===== config.mk =====
export PLATFORM = sky130hd
export DESIGN_NAME = ula_sequencial
export DESIGN_NICKNAME = d
export VERILOG_FILES = /design/src/rtl/ula_sequencial.sv
export SDC_FILE = /design/constraint.sdc
export NUM_CORES = 1
export LEC_CHECK = 0
export BUFFER_PORTS_ARGS = -buffer_cell sky130_fd_sc_hd__buf_2
export CAP_MARGIN = 20
export CORE_AREA = 2 2 98 119
export DETAILED_ROUTE_END_ITERATION = 8
export DIE_AREA = 0 0 100 121
export PLACE_DENSITY = 0.83
export SLEW_MARGIN = 0
export SYNTH_ARGS = -nofsm -noshare
export SYNTH_HDL_FRONTEND = slang
export SYNTH_SLANG_ARGS = --single-unit

===== constraint.sdc =====
create_clock -name clk -period 10.6 [get_ports clk]
set_input_delay 2.65 -clock clk [delete_from_list [all_inputs] [get_ports clk]]
set_output_delay 2.65 -clock clk [all_outputs]
set_load 0.01 [all_outputs]

===== src/rtl/ula_sequencial.sv =====
// Sequential ALU: add/sub/logic in one EXEC cycle, shift-add multiply and
// restoring divide in WIDTH EXEC cycles, with registered result and flags.
module ula_sequencial #(
  parameter int WIDTH = 8
) (
  input  logic               clk,
  input  logic               rst,
  input  logic               start,
  input  logic [WIDTH-1:0]   A_in,
  input  logic [WIDTH-1:0]   B_in,
  input  logic               Cin,
  input  logic [2:0]         OP_sel,
  output logic               busy,
  output logic               done,
  output logic [2*WIDTH-1:0] result,
  output logic               neg,
  output logic               LED_Cout,
  output logic               LED_OV,
  output logic               LED_Z,
  output logic               LED_ERR
);

  localparam int CNT_W = $clog2(WIDTH) + 1;

  typedef enum logic [0:0] {
    S_IDLE = 1'b0,
    S_EXEC = 1'b1
  } state_t;

  typedef enum logic [2:0] {
    OP_ADD = 3'b000,
    OP_SUB = 3'b001,
    OP_AND = 3'b010,
    OP_OR  = 3'b011,
    OP_XOR = 3'b100,
    OP_MUL = 3'b101,
    OP_DIV = 3'b110,
    OP_CLR = 3'b111
  } op_t;

  function automatic logic add_overflow(input logic a_msb, input logic b_msb, input logic s_msb);
    return (a_msb == b_msb) && (s_msb != a_msb);
  endfunction

  function automatic logic sub_overflow(input logic a_msb, input logic b_msb, input logic d_msb);
    return (a_msb != b_msb) && (d_msb != a_msb);
  endfunction

  state_t             r_state;
  state_t             w_state_next;
  op_t                r_op;
  logic [WIDTH-1:0]   r_a;
  logic [WIDTH-1:0]   r_b;
  logic               r_cin;
  logic [CNT_W-1:0]   r_cnt;

  logic [2*WIDTH-1:0] r_acc;
  logic [2*WIDTH-1:0] r_mcand;
  logic [WIDTH-1:0]   r_mplier;
  logic [WIDTH-1:0]   r_rem;
  logic [WIDTH-1:0]   r_quo;

  logic               r_busy;
  logic               r_done;
  logic [2*WIDTH-1:0] r_result;
  logic               r_neg;
  logic               r_cout;
  logic               r_ov;
  logic               r_z;
  logic               r_err;

  logic               w_accept;
  logic               w_iterative;
  logic               w_last;
  logic [WIDTH:0]     w_sum;
  logic [WIDTH:0]     w_diff;
  logic [2*WIDTH-1:0] w_mul_acc;
  logic [WIDTH:0]     w_rem_sh;
  logic [WIDTH:0]     w_rem_trial;
  logic               w_q_bit;
  logic [WIDTH-1:0]   w_rem_next;
  logic [WIDTH-1:0]   w_quo_next;
  logic [2*WIDTH-1:0] w_res;
  logic               w_neg;
  logic               w_cout;
  logic               w_ov;
  logic               w_err;

  assign w_accept    = (r_state == S_IDLE) && start;
  assign w_iterative = (r_op == OP_MUL) || ((r_op == OP_DIV) && (r_b != {WIDTH{1'b0}}));
  assign w_last      = (r_state == S_EXEC) &&
                       (!w_iterative || (r_cnt == CNT_W'(WIDTH - 1)));

  assign w_sum  = {1'b0, r_a} + {1'b0, r_b} + {{WIDTH{1'b0}}, r_cin};
  assign w_diff = {1'b0, r_a} - {1'b0, r_b} - {{WIDTH{1'b0}}, r_cin};

  // One shift-add step; the final step's sum is the full product
  assign w_mul_acc = r_acc + (r_mplier[0] ? r_mcand : {(2*WIDTH){1'b0}});

  // Restoring step: a clear bit WIDTH in the trial difference means it fits
  assign w_rem_sh    = {r_rem, r_quo[WIDTH-1]};
  assign w_rem_trial = w_rem_sh - {1'b0, r_b};
  assign w_q_bit     = ~w_rem_trial[WIDTH];
  assign w_rem_next  = w_q_bit ? w_rem_trial[WIDTH-1:0] : w_rem_sh[WIDTH-1:0];
  assign w_quo_next  = {r_quo[WIDTH-2:0], w_q_bit};

  // State register
  always_ff @(posedge clk or posedge rst) begin
    if (rst) begin
      r_state <= S_IDLE;
    end else begin
      r_state <= w_state_next;
    end
  end

  // Next-state logic
  always_comb begin
    w_state_next = r_state;
    case (r_state)
      S_IDLE: begin
        if (start) begin
          w_state_next = S_EXEC;
        end else begin
          w_state_next = S_IDLE;
        end
      end
      S_EXEC: begin
        if (w_last) begin
          w_state_next = S_IDLE;
        end else begin
          w_state_next = S_EXEC;
        end
      end
      default: w_state_next = S_IDLE;
    endcase
  end

  // Completion value and flags for the operation in flight
  always_comb begin
    w_res  = {(2*WIDTH){1'b0}};
    w_neg  = 1'b0;
    w_cout = 1'b0;
    w_ov   = 1'b0;
    w_err  = 1'b0;
    case (r_op)
      OP_ADD: begin
        w_res  = {{WIDTH{1'b0}}, w_sum[WIDTH-1:0]};
        w_cout = w_sum[WIDTH];
        w_ov   = add_overflow(r_a[WIDTH-1], r_b[WIDTH-1], w_sum[WIDTH-1]);
      end
      OP_SUB: begin
        w_res  = {{WIDTH{1'b0}}, w_diff[WIDTH-1:0]};
        w_cout = w_diff[WIDTH];
        w_ov   = sub_overflow(r_a[WIDTH-1], r_b[WIDTH-1], w_diff[WIDTH-1]);
        w_neg  = w_diff[WIDTH-1];
      end
      OP_AND: w_res = {{WIDTH{1'b0}}, r_a & r_b};
      OP_OR:  w_res = {{WIDTH{1'b0}}, r_a | r_b};
      OP_XOR: w_res = {{WIDTH{1'b0}}, r_a ^ r_b};
      OP_MUL: w_res = w_mul_acc;
      OP_DIV: begin
        if (r_b == {WIDTH{1'b0}}) begin
          w_res = {r_a, {WIDTH{1'b0}}};
          w_err = 1'b1;
        end else begin
          w_res = {w_rem_next, w_quo_next};
        end
      end
      OP_CLR:  w_res = {(2*WIDTH){1'b0}};
      default: w_res = {(2*WIDTH){1'b0}};
    endcase
  end

  // Operand capture, iteration datapath and registered outputs
  always_ff @(posedge clk or posedge rst) begin
    if (rst) begin
      r_op     <= OP_ADD;
      r_a      <= {WIDTH{1'b0}};
      r_b      <= {WIDTH{1'b0}};
      r_cin    <= 1'b0;
      r_cnt    <= {CNT_W{1'b0}};
      r_acc    <= {(2*WIDTH){1'b0}};
      r_mcand  <= {(2*WIDTH){1'b0}};
      r_mplier <= {WIDTH{1'b0}};
      r_rem    <= {WIDTH{1'b0}};
      r_quo    <= {WIDTH{1'b0}};
      r_busy   <= 1'b0;
      r_done   <= 1'b0;
      r_result <= {(2*WIDTH){1'b0}};
      r_neg    <= 1'b0;
      r_cout   <= 1'b0;
      r_ov     <= 1'b0;
      r_z      <= 1'b0;
      r_err    <= 1'b0;
    end else begin
      r_busy <= (w_state_next == S_EXEC);
      r_done <= w_last;
      if (w_accept) begin
        r_op     <= op_t'(OP_sel);
        r_a      <= A_in;
        r_b      <= B_in;
        r_cin    <= Cin;
        r_cnt    <= {CNT_W{1'b0}};
        r_acc    <= {(2*WIDTH){1'b0}};
        r_mcand  <= {{WIDTH{1'b0}}, A_in};
        r_mplier <= B_in;
        r_rem    <= {WIDTH{1'b0}};
        r_quo    <= A_in;
      end else if (r_state == S_EXEC) begin
        r_cnt    <= r_cnt + CNT_W'(1);
        r_acc    <= w_mul_acc;
        r_mcand  <= {r_mcand[2*WIDTH-2:0], 1'b0};
        r_mplier <= {1'b0, r_mplier[WIDTH-1:1]};
        r_rem    <= w_rem_next;
        r_quo    <= w_quo_next;
      end else begin
        r_cnt <= r_cnt;
      end
      if (w_last) begin
        r_result <= w_res;
        r_neg    <= w_neg;
        r_cout   <= w_cout;
        r_ov     <= w_ov;
        r_z      <= (w_res == {(2*WIDTH){1'b0}});
        r_err    <= w_err;
      end else begin
        r_result <= r_result;
      end
    end
  end

  assign busy     = r_busy;
  assign done     = r_done;
  assign result   = r_result;
  assign neg      = r_neg;
  assign LED_Cout = r_cout;
  assign LED_OV   = r_ov;
  assign LED_Z    = r_z;
  assign LED_ERR  = r_err;

endmodule


==> results.py <==
metrics = {
    "route": {
        "ant_nets": 0,
        "vias_per_cell": 6.30,
        "dr.pass1.iters": 5,
        "route.detailed.drc": 0,
        "routedWlPerCell_um": 18.8,
        "dr_total_vias": 5895,
        "drt_iter0_drc": 459,
        "routed_wl_um": 17600,
    },
    "yosys": {
        "synth-simple-area-share_pct": 15.9,
        "synth_warnings": 0,
        "synth_compound_area_share_pct": 20.3,
        "synth_xor_area_share_pct": 4.65,
        "synth_ff_type": "dfrtp_1",
        "synth_edf_count": 0,
        "synth_commonest_cells": "nand2_1, dfrtp_1, o21ai_0",
        "yosysSeqAreaShare_pct": 37.1,
        "yosysMostFrequentCell": "nand2_1",
        "syn_nets": 862,
        "synth_top_family_by_area": "compound AO/OA/AOI/OAI gates",
        "synth-adder-area-share_pct": 11.5,
        "avgSynthCellArea_um2": 8.91,
        "synth_top_area_cell": "dfrtp_1",
        "synthCells": 779,
        "synthMuxAreaShare_pct": 6.27,
        "synth_area_leaders": "dfrtp_1, ha_1, nand2_1",
        "async_reset_ff_share_pct": 100,
        "synth_cell_types": 71,
        "yosys_register_bits": 103,
        "netlist_area_um2": 6940,
        "synth_top_area_share_pct": 37.1,
    },
    "timing": {
        "timing.slew.headroom_pct": 34.5,
        "post-route-period-util_pct": 45.6,
        "min_period_ns": 4.83,
        "setup_tns_ns": 0,
        "fmax_mhz": 207,
        "fin_skew_ns": 0.00960,
        "worstMarginPinSlew_ns": 0.977,
        "final-hold-violation-count": 0,
        "setup_viol": 0,
        "rsz0062_at_grt": "false",
        "slew_viol_final": 0,
    },
    "clock_network": {
        "clock_sinks": 103,
        "clockBufferDepth": 2,
        "insertion_delay_ns": 0.35,
        "h-tree-depth": 3,
        "cts_tree": "yes",
        "root_buffer": "clkbuf_16",
        "numCtsBuffers": 9,
        "postCtsHoldBufs": 0,
        "postCtsSetupRepairBufs": 0,
        "cts.clk_slew.worst_paths_ns": 0.07,
        "post_cts_resize_count": 0,
    },
    "power_and_ir_drop": {
        "power_frac_comb_pct": 59.2,
        "irDropWorstVdd_v": 0.000141,
        "p_total_mw": 2.67,
        "seq_power_share_pct": 27.3,
        "p_leak_nw": 3.53,
        "intPower_mw": 1.41,
        "p_per_area_nw_per_um2": 355,
        "power_frac_clock_pct": 13.4,
        "power_switching_mw": 1.26,
        "p_sw_share_pct": 47.1,
    },
    "die": {
        "core_area_um2": 10900,
        "rows": 42,
        "start_util_pct": 63.5,
        "ioPinCount": 46,
        "die_h_um": 121,
        "die_area_um2": 12100,
        "fp.dieW_um": 100,
    },
    "setup_path": {
        "cp_data_arrival_time_ns": 5.07,
        "criticalPathCategory": "in2reg",
        "startpoint_type": "input pin",
        "end_kind": "flip-flop",
        "cp.required_ns": 10.84,
        "cp_max_fo": 39,
    },
    "placement": {
        "dpl.cell_count": 921,
        "placed_area_um2": 7210,
        "dp_hpwl_um": 12800,
        "gp_congestion": 0.920,
        "portBuffers": 45,
    },
    "final_layout": {
        "stdcell_count": 936,
        "final_nets": 883,
        "finalInstanceArea_um2": 7520,
        "antenna_cells": 0,
        "final_util_pct": 68.8,
        "syn_to_final_growth_pct": 8.25,
        "drive_gt1_share_pct": 11.2,
    },
    "job": {
        "max_cap_violations": 0,
    },
    "global_routing": {
        "busiest_layer": "met2",
        "gr-total-overflow": 0,
        "grt_pass1_vias": 5749,
        "grtUsageMet1_pct": 42.7,
        "grt_max_degree": 97,
        "grtUsageMet3_pct": 4.90,
        "antenna_found_initial": 0,
        "grtUsageMet2_pct": 49.8,
        "track_usage_pct": 30.9,
        "grt_pass1_wl_um": 29400,
    },
    "run_status": {
        "outcome": "complete, no violations",
    },
    "worst_hold_path": {
        "hold_path_class": "reg2reg",
    },
}
## worst max-delay path, cell delays in order
cell      delay [ns]
buf_2           0.56
clkinv_1        0.85
nor2_2          0.27
buf_4           0.34
mux2_2          0.37
## routing by layer
layer	vias to the layer above	wire length [µm]
met3	36	1290
met4	0	457
met1	2839	7610
met5	-	0
met2	245	8260
li1	2775	-
## cell usage in the layout (no fill, tap or decap), types with 6 or more instances in the layout
cell type  synthesis  routed
nor2_1            36      35
ha_1              54      54
dfrtp_1          103     102
mux2i_1           30      30
nand2_1          132     132
and2_1            19      19
xor2_1            13      13
o21a_1            12      12
o22ai_1            6       6
o21ai_1            6       6
a21oi_1           33      33
clkbuf_16          0       9
a21o_1             9       9
mux2_2            10      10
nand3_1           10      10
nand2b_1           6       6
inv_1             35      34
fa_1               6       6
o21ai_0           96      96
nor3_1            10      10
buf_2              8      45
xnor2_1           22      22
a221oi_1           6       6
## path summary, 6_finish.rpt
path	slack, ns	depth (start not counted)	start	endpoint
max	5.77	5	start	r_op[0]$_DFFE_PP0P_
min	0.47	2	result[0]$_DFFE_PP0P_	result[0]$_DFFE_PP0P_
max reg2reg	6.51	11	r_b[1]$_DFFE_PP0P_	LED_Z$_DFFE_PP0P_
min reg2reg	0.47	2	result[0]$_DFFE_PP0P_	result[0]$_DFFE_PP0P_
max in group asynchronous	7.06	3	rst	busy$_DFF_PP0_
min in group asynchronous	2.35	2	rst	r_mplier[2]$_DFFE_PP0P_
## power by group through the flow
stage / Clock [mW] / Combinational (mW) / Sequential, mW
after floorplan: 0 / 1.22 / 0.676
after global placement: 0 / 1.49 / 0.724
after detailed placement: 0 / 1.54 / 0.734
after CTS: 0.358 / 1.56 / 0.726
after global routing: 0.374 / 1.75 / 0.749
final: 0.358 / 1.58 / 0.730
## area by class of cell
cell class | count | area [µm²]
Inverter | 38 | 145
Clock inverter | 5 | 81.3
Multi-Input combinational cell | 600 | 4070
Fill cell | 868 | 3410
Sequential cell | 103 | 2580
Timing Repair Buffer | 48 | 248
Clock buffer | 10 | 229
Tap cell | 132 | 165
## flip-flops by register name, summed over array words and instances, names as in the netlist
| register | flops |
|---|---|
| LED_Cout | 1 |
| r_cnt | 4 |
| r_acc | 16 |
| r_b | 8 |
| LED_OV | 1 |
| r_quo | 8 |
| r_mcand | 16 |
| r_cin | 1 |
| done | 1 |
| busy | 1 |
| LED_Z | 1 |
| r_op | 3 |
| r_a | 8 |
| neg | 1 |
| LED_ERR | 1 |
| r_rem | 8 |
| result | 16 |
| r_mplier | 8 |
## cells by family after synthesis
| group | count (synthesis) |
|---|---|
| and+or+nand+nor | 239 |
| DFF | 103 |
| muxes | 42 |
| AOI/OAI and AO/OA | 223 |
| adders and majority gates | 60 |
| xor gates and xnor gates | 36 |
| buffers and inverters | 76 |
## per-stage QoR
step | worst slack [ns] | hold slack [ns]
floorplan | 5.25 | 0.452
global placement | 5.45 | 0.456
detailed placement | 5.44 | 0.465
CTS | 5.79 | 0.480
global route | 5.57 | 0.505
finish | 5.77 | 0.473
(Power assumes the default switching activity.)
